--- config.mk ---
export PLATFORM = sky130hd
export DESIGN_NAME = timing_mode_ctrl
export DESIGN_NICKNAME = d
export VERILOG_FILES = /design/src/rtl/timing_mode_ctrl.sv
export SDC_FILE = /design/constraint.sdc
export NUM_CORES = 1
export LEC_CHECK = 0
export BUFFER_PORTS_ARGS = -buffer_cell sky130_fd_sc_hd__buf_4
export CAP_MARGIN = 20
export CELL_PAD_IN_SITES_DETAIL_PLACEMENT = 1
export CELL_PAD_IN_SITES_GLOBAL_PLACEMENT = 2
export CORE_MARGIN = 5
export CORE_UTILIZATION = 38
export CTS_BUF_LIST = sky130_fd_sc_hd__clkbuf_16
export DETAILED_ROUTE_END_ITERATION = 8
export MAX_ROUTING_LAYER = met4
export PLACE_DENSITY = 0.86
export SYNTH_ARGS = -nofsm -noshare
export SYNTH_HDL_FRONTEND = slang
export SYNTH_SLANG_ARGS = --single-unit
export TNS_END_PERCENT = 10
--- constraint.sdc ---
create_clock -name clk -period 7.3 [get_ports clk]
set_input_delay 1.095 -clock clk [delete_from_list [all_inputs] [get_ports clk]]
set_output_delay 1.095 -clock clk [all_outputs]
set_load 0.02 [all_outputs]
--- src/rtl/timing_mode_ctrl.sv ---
`default_nettype none
// ============================================================================
//  Module      : timing_mode_ctrl
//  Description : Shadow/active video timing register set. Software writes
//                the shadow fields, then commits. A validated commit is
//                applied either immediately (nothing applied yet) or at the
//                next vsync falling edge. A vsync watchdog forces the apply
//                if no frame boundary arrives in time.
//  Options     : TIMING_PRESET_EN - reset both register sets to a
//                640x480@60 timing and mark the active set valid.
//  Revision    : 1.0 - initial release
// ============================================================================
module timing_mode_ctrl (
    input  logic        clk,
    input  logic        rst_n,
    input  logic        i_cfg_we,
    input  logic [3:0]  i_cfg_addr,
    input  logic [22:0] i_cfg_wdata,
    input  logic        i_cfg_commit,
    input  logic [2:0]  i_sync_in,
    output logic [11:0] o_h_total,
    output logic [11:0] o_h_size,
    output logic [10:0] o_h_sync,
    output logic [10:0] o_h_start,
    output logic [10:0] o_v_total,
    output logic [10:0] o_v_size,
    output logic [9:0]  o_v_sync,
    output logic [9:0]  o_v_start,
    output logic [22:0] o_vs_reset,
    output logic        o_timing_valid,
    output logic        o_busy,
    output logic        o_applied,
    output logic        o_cfg_err,
    output logic        o_timeout
);

    localparam logic [1:0] S_IDLE    = 2'd0;
    localparam logic [1:0] S_PENDING = 2'd1;
    localparam logic [1:0] S_APPLY   = 2'd2;

`ifdef TIMING_PRESET_EN
    localparam logic [11:0] C_H_TOTAL_RST  = 12'd800;
    localparam logic [11:0] C_H_SIZE_RST   = 12'd640;
    localparam logic [10:0] C_H_SYNC_RST   = 11'd96;
    localparam logic [10:0] C_H_START_RST  = 11'd144;
    localparam logic [10:0] C_V_TOTAL_RST  = 11'd525;
    localparam logic [10:0] C_V_SIZE_RST   = 11'd480;
    localparam logic [9:0]  C_V_SYNC_RST   = 10'd2;
    localparam logic [9:0]  C_V_START_RST  = 10'd35;
    localparam logic        C_VALID_RST    = 1'b1;
`else
    localparam logic [11:0] C_H_TOTAL_RST  = 12'd0;
    localparam logic [11:0] C_H_SIZE_RST   = 12'd0;
    localparam logic [10:0] C_H_SYNC_RST   = 11'd0;
    localparam logic [10:0] C_H_START_RST  = 11'd0;
    localparam logic [10:0] C_V_TOTAL_RST  = 11'd0;
    localparam logic [10:0] C_V_SIZE_RST   = 11'd0;
    localparam logic [9:0]  C_V_SYNC_RST   = 10'd0;
    localparam logic [9:0]  C_V_START_RST  = 10'd0;
    localparam logic        C_VALID_RST    = 1'b0;
`endif
    localparam logic [22:0] C_VS_RESET_RST = 23'd0;

    logic [1:0]  r_state;
    logic [1:0]  w_state_nx;
    logic        r_vs_q;
    logic [22:0] r_wd;

    // Shadow set
    logic [11:0] r_sh_h_total, r_sh_h_size;
    logic [10:0] r_sh_h_sync, r_sh_h_start, r_sh_v_total, r_sh_v_size;
    logic [9:0]  r_sh_v_sync, r_sh_v_start;
    logic [22:0] r_sh_vs_reset;

    // Shadow set as it will look after this cycle's write
    logic [11:0] w_nx_h_total, w_nx_h_size;
    logic [10:0] w_nx_h_sync, w_nx_h_start, w_nx_v_total, w_nx_v_size;
    logic [9:0]  w_nx_v_sync, w_nx_v_start;
    logic [22:0] w_nx_vs_reset;

    // Active set
    logic [11:0] r_act_h_total, r_act_h_size;
    logic [10:0] r_act_h_sync, r_act_h_start, r_act_v_total, r_act_v_size;
    logic [9:0]  r_act_v_sync, r_act_v_start;
    logic [22:0] r_act_vs_reset;
    logic        r_valid;

    logic        r_cfg_err;
    logic        r_timeout;

    logic        w_idle;
    logic        w_fb;
    logic        w_wr_ok;
    logic        w_cfg_ok;
    logic        w_commit_ok;
    logic        w_reject;
    logic        w_wd_exp;
    logic [12:0] w_h_end;
    logic [11:0] w_v_end;
    logic        w_unused_sync;

    assign w_idle        = (r_state == S_IDLE);
    assign w_fb          = r_vs_q & ~i_sync_in[1];
    assign w_unused_sync = i_sync_in[2] ^ i_sync_in[0];
    assign w_wr_ok       = w_idle && i_cfg_we && (i_cfg_addr <= 4'd8);

    // Merge an accepted write into the shadow view so a same-cycle commit validates the new value
    always_comb begin
        w_nx_h_total  = r_sh_h_total;
        w_nx_h_size   = r_sh_h_size;
        w_nx_h_sync   = r_sh_h_sync;
        w_nx_h_start  = r_sh_h_start;
        w_nx_v_total  = r_sh_v_total;
        w_nx_v_size   = r_sh_v_size;
        w_nx_v_sync   = r_sh_v_sync;
        w_nx_v_start  = r_sh_v_start;
        w_nx_vs_reset = r_sh_vs_reset;
        if (w_wr_ok) begin
            case (i_cfg_addr)
                4'd0:    w_nx_h_total  = i_cfg_wdata[11:0];
                4'd1:    w_nx_h_size   = i_cfg_wdata[11:0];
                4'd2:    w_nx_h_sync   = i_cfg_wdata[10:0];
                4'd3:    w_nx_h_start  = i_cfg_wdata[10:0];
                4'd4:    w_nx_v_total  = i_cfg_wdata[10:0];
                4'd5:    w_nx_v_size   = i_cfg_wdata[10:0];
                4'd6:    w_nx_v_sync   = i_cfg_wdata[9:0];
                4'd7:    w_nx_v_start  = i_cfg_wdata[9:0];
                default: w_nx_vs_reset = i_cfg_wdata;
            endcase
        end
    end

    // Commit validation; sums are widened so large start+size values cannot wrap
    always_comb begin
        w_h_end  = {2'b00, w_nx_h_start} + {1'b0, w_nx_h_size};
        w_v_end  = {2'b00, w_nx_v_start} + {1'b0, w_nx_v_size};
        w_cfg_ok = (w_nx_h_total != 12'd0) && (w_nx_v_total != 11'd0) &&
                   ({1'b0, w_nx_h_sync} < w_nx_h_total) &&
                   ({1'b0, w_nx_v_sync} < w_nx_v_total) &&
                   (w_h_end <= {1'b0, w_nx_h_total}) &&
                   (w_v_end <= {1'b0, w_nx_v_total});
    end

    assign w_commit_ok = w_idle && i_cfg_commit && w_cfg_ok;
    assign w_reject    = (!w_idle && (i_cfg_we || i_cfg_commit)) ||
                         (w_idle && i_cfg_we && (i_cfg_addr > 4'd8)) ||
                         (w_idle && i_cfg_commit && !w_cfg_ok);
    // Counter holds the number of PENDING cycles already elapsed; expire on the last one
    assign w_wd_exp    = (r_state == S_PENDING) && (r_act_vs_reset != 23'd0) &&
                         ((r_wd + 23'd1) == r_act_vs_reset);

    // State register
    always_ff @(posedge clk or negedge rst_n) begin
        if (!rst_n) r_state <= S_IDLE;
        else        r_state <= w_state_nx;
    end

    // Next-state logic
    always_comb begin
        w_state_nx = r_state;
        case (r_state)
            S_IDLE: begin
                if (w_commit_ok) w_state_nx = r_valid ? S_PENDING : S_APPLY;
            end
            S_PENDING: begin
                if (w_fb || w_wd_exp) w_state_nx = S_APPLY;
            end
            S_APPLY:  w_state_nx = S_IDLE;
            default:  w_state_nx = S_IDLE;
        endcase
    end

    // State-decoded outputs
    always_comb begin
        o_busy    = (r_state == S_PENDING);
        o_applied = (r_state == S_APPLY);
    end

    // Registered vsync for falling-edge detection; resets high so reset release is not a boundary
    always_ff @(posedge clk or negedge rst_n) begin
        if (!rst_n) r_vs_q <= 1'b1;
        else        r_vs_q <= i_sync_in[1];
    end

    // Watchdog counts PENDING cycles and is held at zero elsewhere
    always_ff @(posedge clk or negedge rst_n) begin
        if (!rst_n)                     r_wd <= 23'd0;
        else if (r_state == S_PENDING)  r_wd <= r_wd + 23'd1;
        else                            r_wd <= 23'd0;
    end

    // Status pulses; a frame boundary coinciding with expiry is a normal apply
    always_ff @(posedge clk or negedge rst_n) begin
        if (!rst_n) begin
            r_cfg_err <= 1'b0;
            r_timeout <= 1'b0;
        end else begin
            r_cfg_err <= w_reject;
            r_timeout <= w_wd_exp && !w_fb;
        end
    end

    // Shadow set; only accepted IDLE writes change w_nx_*
    always_ff @(posedge clk or negedge rst_n) begin
        if (!rst_n) begin
            r_sh_h_total  <= C_H_TOTAL_RST;
            r_sh_h_size   <= C_H_SIZE_RST;
            r_sh_h_sync   <= C_H_SYNC_RST;
            r_sh_h_start  <= C_H_START_RST;
            r_sh_v_total  <= C_V_TOTAL_RST;
            r_sh_v_size   <= C_V_SIZE_RST;
            r_sh_v_sync   <= C_V_SYNC_RST;
            r_sh_v_start  <= C_V_START_RST;
            r_sh_vs_reset <= C_VS_RESET_RST;
        end else begin
            r_sh_h_total  <= w_nx_h_total;
            r_sh_h_size   <= w_nx_h_size;
            r_sh_h_sync   <= w_nx_h_sync;
            r_sh_h_start  <= w_nx_h_start;
            r_sh_v_total  <= w_nx_v_total;
            r_sh_v_size   <= w_nx_v_size;
            r_sh_v_sync   <= w_nx_v_sync;
            r_sh_v_start  <= w_nx_v_start;
            r_sh_vs_reset <= w_nx_vs_reset;
        end
    end

    // Active set loads all fields atomically at the end of the APPLY cycle
    always_ff @(posedge clk or negedge rst_n) begin
        if (!rst_n) begin
            r_act_h_total  <= C_H_TOTAL_RST;
            r_act_h_size   <= C_H_SIZE_RST;
            r_act_h_sync   <= C_H_SYNC_RST;
            r_act_h_start  <= C_H_START_RST;
            r_act_v_total  <= C_V_TOTAL_RST;
            r_act_v_size   <= C_V_SIZE_RST;
            r_act_v_sync   <= C_V_SYNC_RST;
            r_act_v_start  <= C_V_START_RST;
            r_act_vs_reset <= C_VS_RESET_RST;
            r_valid        <= C_VALID_RST;
        end else if (r_state == S_APPLY) begin
            r_act_h_total  <= r_sh_h_total;
            r_act_h_size   <= r_sh_h_size;
            r_act_h_sync   <= r_sh_h_sync;
            r_act_h_start  <= r_sh_h_start;
            r_act_v_total  <= r_sh_v_total;
            r_act_v_size   <= r_sh_v_size;
            r_act_v_sync   <= r_sh_v_sync;
            r_act_v_start  <= r_sh_v_start;
            r_act_vs_reset <= r_sh_vs_reset;
            r_valid        <= 1'b1;
        end
    end

    assign o_h_total      = r_act_h_total;
    assign o_h_size       = r_act_h_size;
    assign o_h_sync       = r_act_h_sync;
    assign o_h_start      = r_act_h_start;
    assign o_v_total      = r_act_v_total;
    assign o_v_size       = r_act_v_size;
    assign o_v_sync       = r_act_v_sync;
    assign o_v_start      = r_act_v_start;
    assign o_vs_reset     = r_act_vs_reset;
    assign o_timing_valid = r_valid;
    assign o_cfg_err      = r_cfg_err;
    assign o_timeout      = r_timeout;

endmodule
`default_nettype wire
==> flow_summary.yaml <==
finish:
  synthToLayoutAreaGrowth_pct: 19.15
  layout-drive-gt1-share: 0.2341
  nNetsFinal: 1434
power:
  pwr-share-seq: 0.355
  p_leak_nw: 7.338
  switchingPower_mw: 2.543
  combPwrFrac: 0.446
  finalPower_mw: 6.418
  powerDensity_mw_per_mm2: 436.1
  p_int_mw: 3.875
  swShare: 0.3962
  worst_ir_drop_vdd_v: 0.0002056
  p_clk_frac: 0.199
die:
  rows: 66
  core_mm2: 0.03229
  die_w_um: 190.3
  ioPinCount: 150
  design.die.area_mm2: 0.03621
  die_h_um: 190.3
  start_util: 0.3825
detailed_routing:
  drtIter0Drc: 499
  final_antenna_net_count: 0
  avgViaCountPerCell: 5.121
  dr.pass1.iters: 4
  num_vias: 9192
  drc_errors: 0
  wl_per_cell_um: 19.88
  drt-total-wl_um: 35680
synth:
  synthesis.area_mm2: 0.01235
  synth.net_count: 1301
  yosys-top-cells-area: "dfrtp_1, nand2_1, mux2_2, ha_1, xnor2_1"
  ys_ff_latch: 251
  synth_top_area_cell: "dfrtp_1"
  synth_cells: 1201
  synth_top_area_frac: 0.5065
  async_reset_ff_frac: 1.000
  synth.avg_cell_area_um2: 10.28
  ys_seq_area_frac: 0.5087
  synth_ff_type: "dfrtp_1"
  ys_warn_count: 0
  synth-edff-count: 0
  yosysUniqueCellTypes: 71
clocking:
  cts_buffers: 27
  cts_tree: "yes"
  cts_resized: 0
  cts_buffer_depth: 3
  clkLatencyLatePin_ps: 530
  clock-sinks: 251
  postCtsSetupRepairBufs: 0
  clk_pin_slew_ps: 60
  cts_max_level: 1
  cts_hold_buf: 0
  cts-root-buf: "clkbuf_16"
sta:
  rsz0062_at_grt: "false"
  setup_slack_ps: 1279
  setup_viol: 0
  tightest_slew_ps: 815.2
  min_period_ps: 6021
  setup_tns_ps: 0
  relSlewSlack: 0.4425
  fmaxAchievable_ghz: 0.1661
  drv_slew: 0
  final_hold_viol_count: 0
  finalCritPeriodShare: 0.8248
  finalClockSkew_ps: 10.38
setup_path:
  start_kind: "primary input"
  critPathCaptureType: "flip-flop"
  cp.arrival_ps: 6470
  crit_type: "in -> reg"
  cp.required_ps: 7750
  reg2reg_slack_ps: 1410
  crit_fanout: 9
grt:
  gr-total-overflow: 0
  grt_pass1_wl_um: 57820
  antenna_found_initial: 3
  grt_max_degree: 156
  track_usage: 0.2054
  grt_pass1_vias: 10190
run_status:
  outcome: "completed"
run:
  cap_violations: 0
place:
  dp.final_hpwl_um: 25510
  port_buffers: 147
  place_ws_ps: 766.1
  place.gp.congestion: 0.8741
min_path:
  hp-class: "reg -> reg"
==> critical path, cell delays in order <==
cell and delay (ps):
buf_4 130, nor4b_2 220, buf_4 200, nand3_1 340, mux2_2 420, ha_1 240
fa_1 410, a21oi_1 230, o211ai_1 150, o41ai_1 480, nor2b_1 100, o21a_1 220
nor2_1 130, xnor2_1 140, ha_1 260, and3_1 200, a221o_1 320, o21ai_0 190
nand4_1 130, a2111oi_2 390, nand4_1 250, o2bb2ai_1 220
==> Yosys cell counts (all sizes together) (9+ instances only) <==
| cell | count |
|---|---|
| ha | 64 |
| xnor2 | 39 |
| o21ai | 14 |
| xor2 | 19 |
| nand4 | 22 |
| a21o | 9 |
| mux2 | 109 |
| a21oi | 25 |
| nor2 | 41 |
| dfrtp | 250 |
| nor4 | 20 |
| nand2 | 354 |
| clkbuf | 47 |
| inv | 41 |
| nand3 | 29 |
==> per-layer routing <==
metal / part of all wire / GRT usage
met5: 0 / -
met4: 0.015 / 0.04199
met2: 0.48 / 0.3287
met1: 0.45 / 0.2763
met3: 0.054 / 0.03900
==> cell type report <==
cell class / instances / area (um^2)
Timing Repair Buffer: 157 / 1199
Clock buffer: 27 / 675.6
Multi-Input combinational cell: 856 / 5719
Inverter: 41 / 155.1
Sequential cell: 251 / 6282
Antenna cell: 3 / 7.507
Fill cell: 3604 / 17570
Clock inverter: 18 / 123.9
Tap cell: 442 / 553.0
==> cell usage in the layout, fill, tap and decap left out, types with 3 or more instances in the layout <==
| cell | Yosys | layout |
|---|---|---|
| o211ai_1 | 4 | 4 |
| or4_1 | 5 | 5 |
| nor4_1 | 17 | 17 |
| nand3_1 | 28 | 28 |
| nor3_1 | 8 | 8 |
| and3_1 | 7 | 7 |
| a21o_1 | 9 | 9 |
| dfrtp_1 | 250 | 250 |
| o2111ai_1 | 4 | 4 |
| nand2_1 | 354 | 354 |
| nand2b_1 | 7 | 6 |
| o22ai_1 | 3 | 3 |
| o21ai_0 | 14 | 14 |
| xnor3_1 | 3 | 3 |
| nor2b_1 | 8 | 8 |
| mux2i_1 | 5 | 5 |
| o21a_1 | 3 | 3 |
| xnor2_1 | 39 | 39 |
| xor2_1 | 19 | 19 |
| ha_1 | 64 | 64 |
| buf_4 | 0 | 155 |
| diode_2 | 0 | 3 |
| a31o_2 | 3 | 3 |
| a21oi_1 | 25 | 25 |
| a31oi_1 | 3 | 3 |
| mux2_2 | 109 | 109 |
| clkbuf_16 | 0 | 27 |
| nor2_1 | 41 | 41 |
| clkinv_1 | 0 | 9 |
| inv_1 | 40 | 46 |
| nand4_1 | 19 | 19 |
| o31ai_1 | 3 | 3 |
| a211oi_1 | 4 | 4 |
==> per-stage QoR <==
| stage | std cells | hold slack, ps | utilization | instance area (um^2) |
|---|---|---|---|---|
| 2_1_floorplan | 1201 | 433.1 | - | 12350 |
| 3_3_place_gp | 1747 | 442.2 | 0.4308 | 13910 |
| 3_5_place_dp | 1747 | 453.8 | 0.4308 | 13910 |
| 4_1_cts | 1792 | 456.9 | 0.4555 | 14710 |
| 5_1_grt | 1795 | 468.7 | 0.4557 | 14720 |
| 6_report | 1795 | 461.3 | 0.4557 | 14720 |
==> power groups by stage <==
stage                     sequential, mW  clock, mW  combinational (mW)
after floorplan                     2.42          0                1.69
after CTS                           2.29       1.32                2.89
after global routing                2.35       1.37                3.22
after detailed placement            2.30          0                2.87
final                               2.28       1.28                2.86
after global placement              2.29          0                2.77
==> sequential cells by signal, summed over array words and instances, names as in the netlist, 12 cells and up <==
| register | count |
|---|---|
| r_wd | 23 |
| r_sh_h_size | 12 |
| r_sh_vs_reset | 23 |
| o_vs_reset | 23 |
| o_h_size | 12 |
| o_h_total | 12 |
| r_sh_h_total | 12 |
==> final timing paths <==
kind / end / cells past startpoint / from
setup / recovery: r_state[1] / 22 / i_cfg_addr[3]
hold / removal: o_h_size[5] / 2 / r_sh_h_size[5]
setup reg to reg: r_state[1] / 21 / r_state[1]
hold reg to reg: o_h_size[5] / 2 / r_sh_h_size[5]
max in group asynchronous: r_sh_v_total[4] / 2 / rst_n
min in group asynchronous: o_h_sync[5] / 1 / rst_n
==> kinds of logic (layout without fill, tap and decap cells) <==
| logic type | after synthesis | in the layout | share of synthesized area |
|---|---|---|---|
| AO/OA/AOI/OAI | 95 | 95 | 0.05278 |
| multiplexers | 114 | 114 | 0.1034 |
| XOR/XNOR | 62 | 62 | 0.04853 |
| buffers and inverters | 94 | 243 | 0.02887 |
| adder cells (fa/ha/maj) | 66 | 66 | 0.06808 |
| AND/OR/NAND/NOR | 519 | 519 | 0.1896 |
| other | 0 | 3 | 0 |
| flip-flops | 251 | 251 | 0.5087 |
Power figures use the tool's default switching activity.
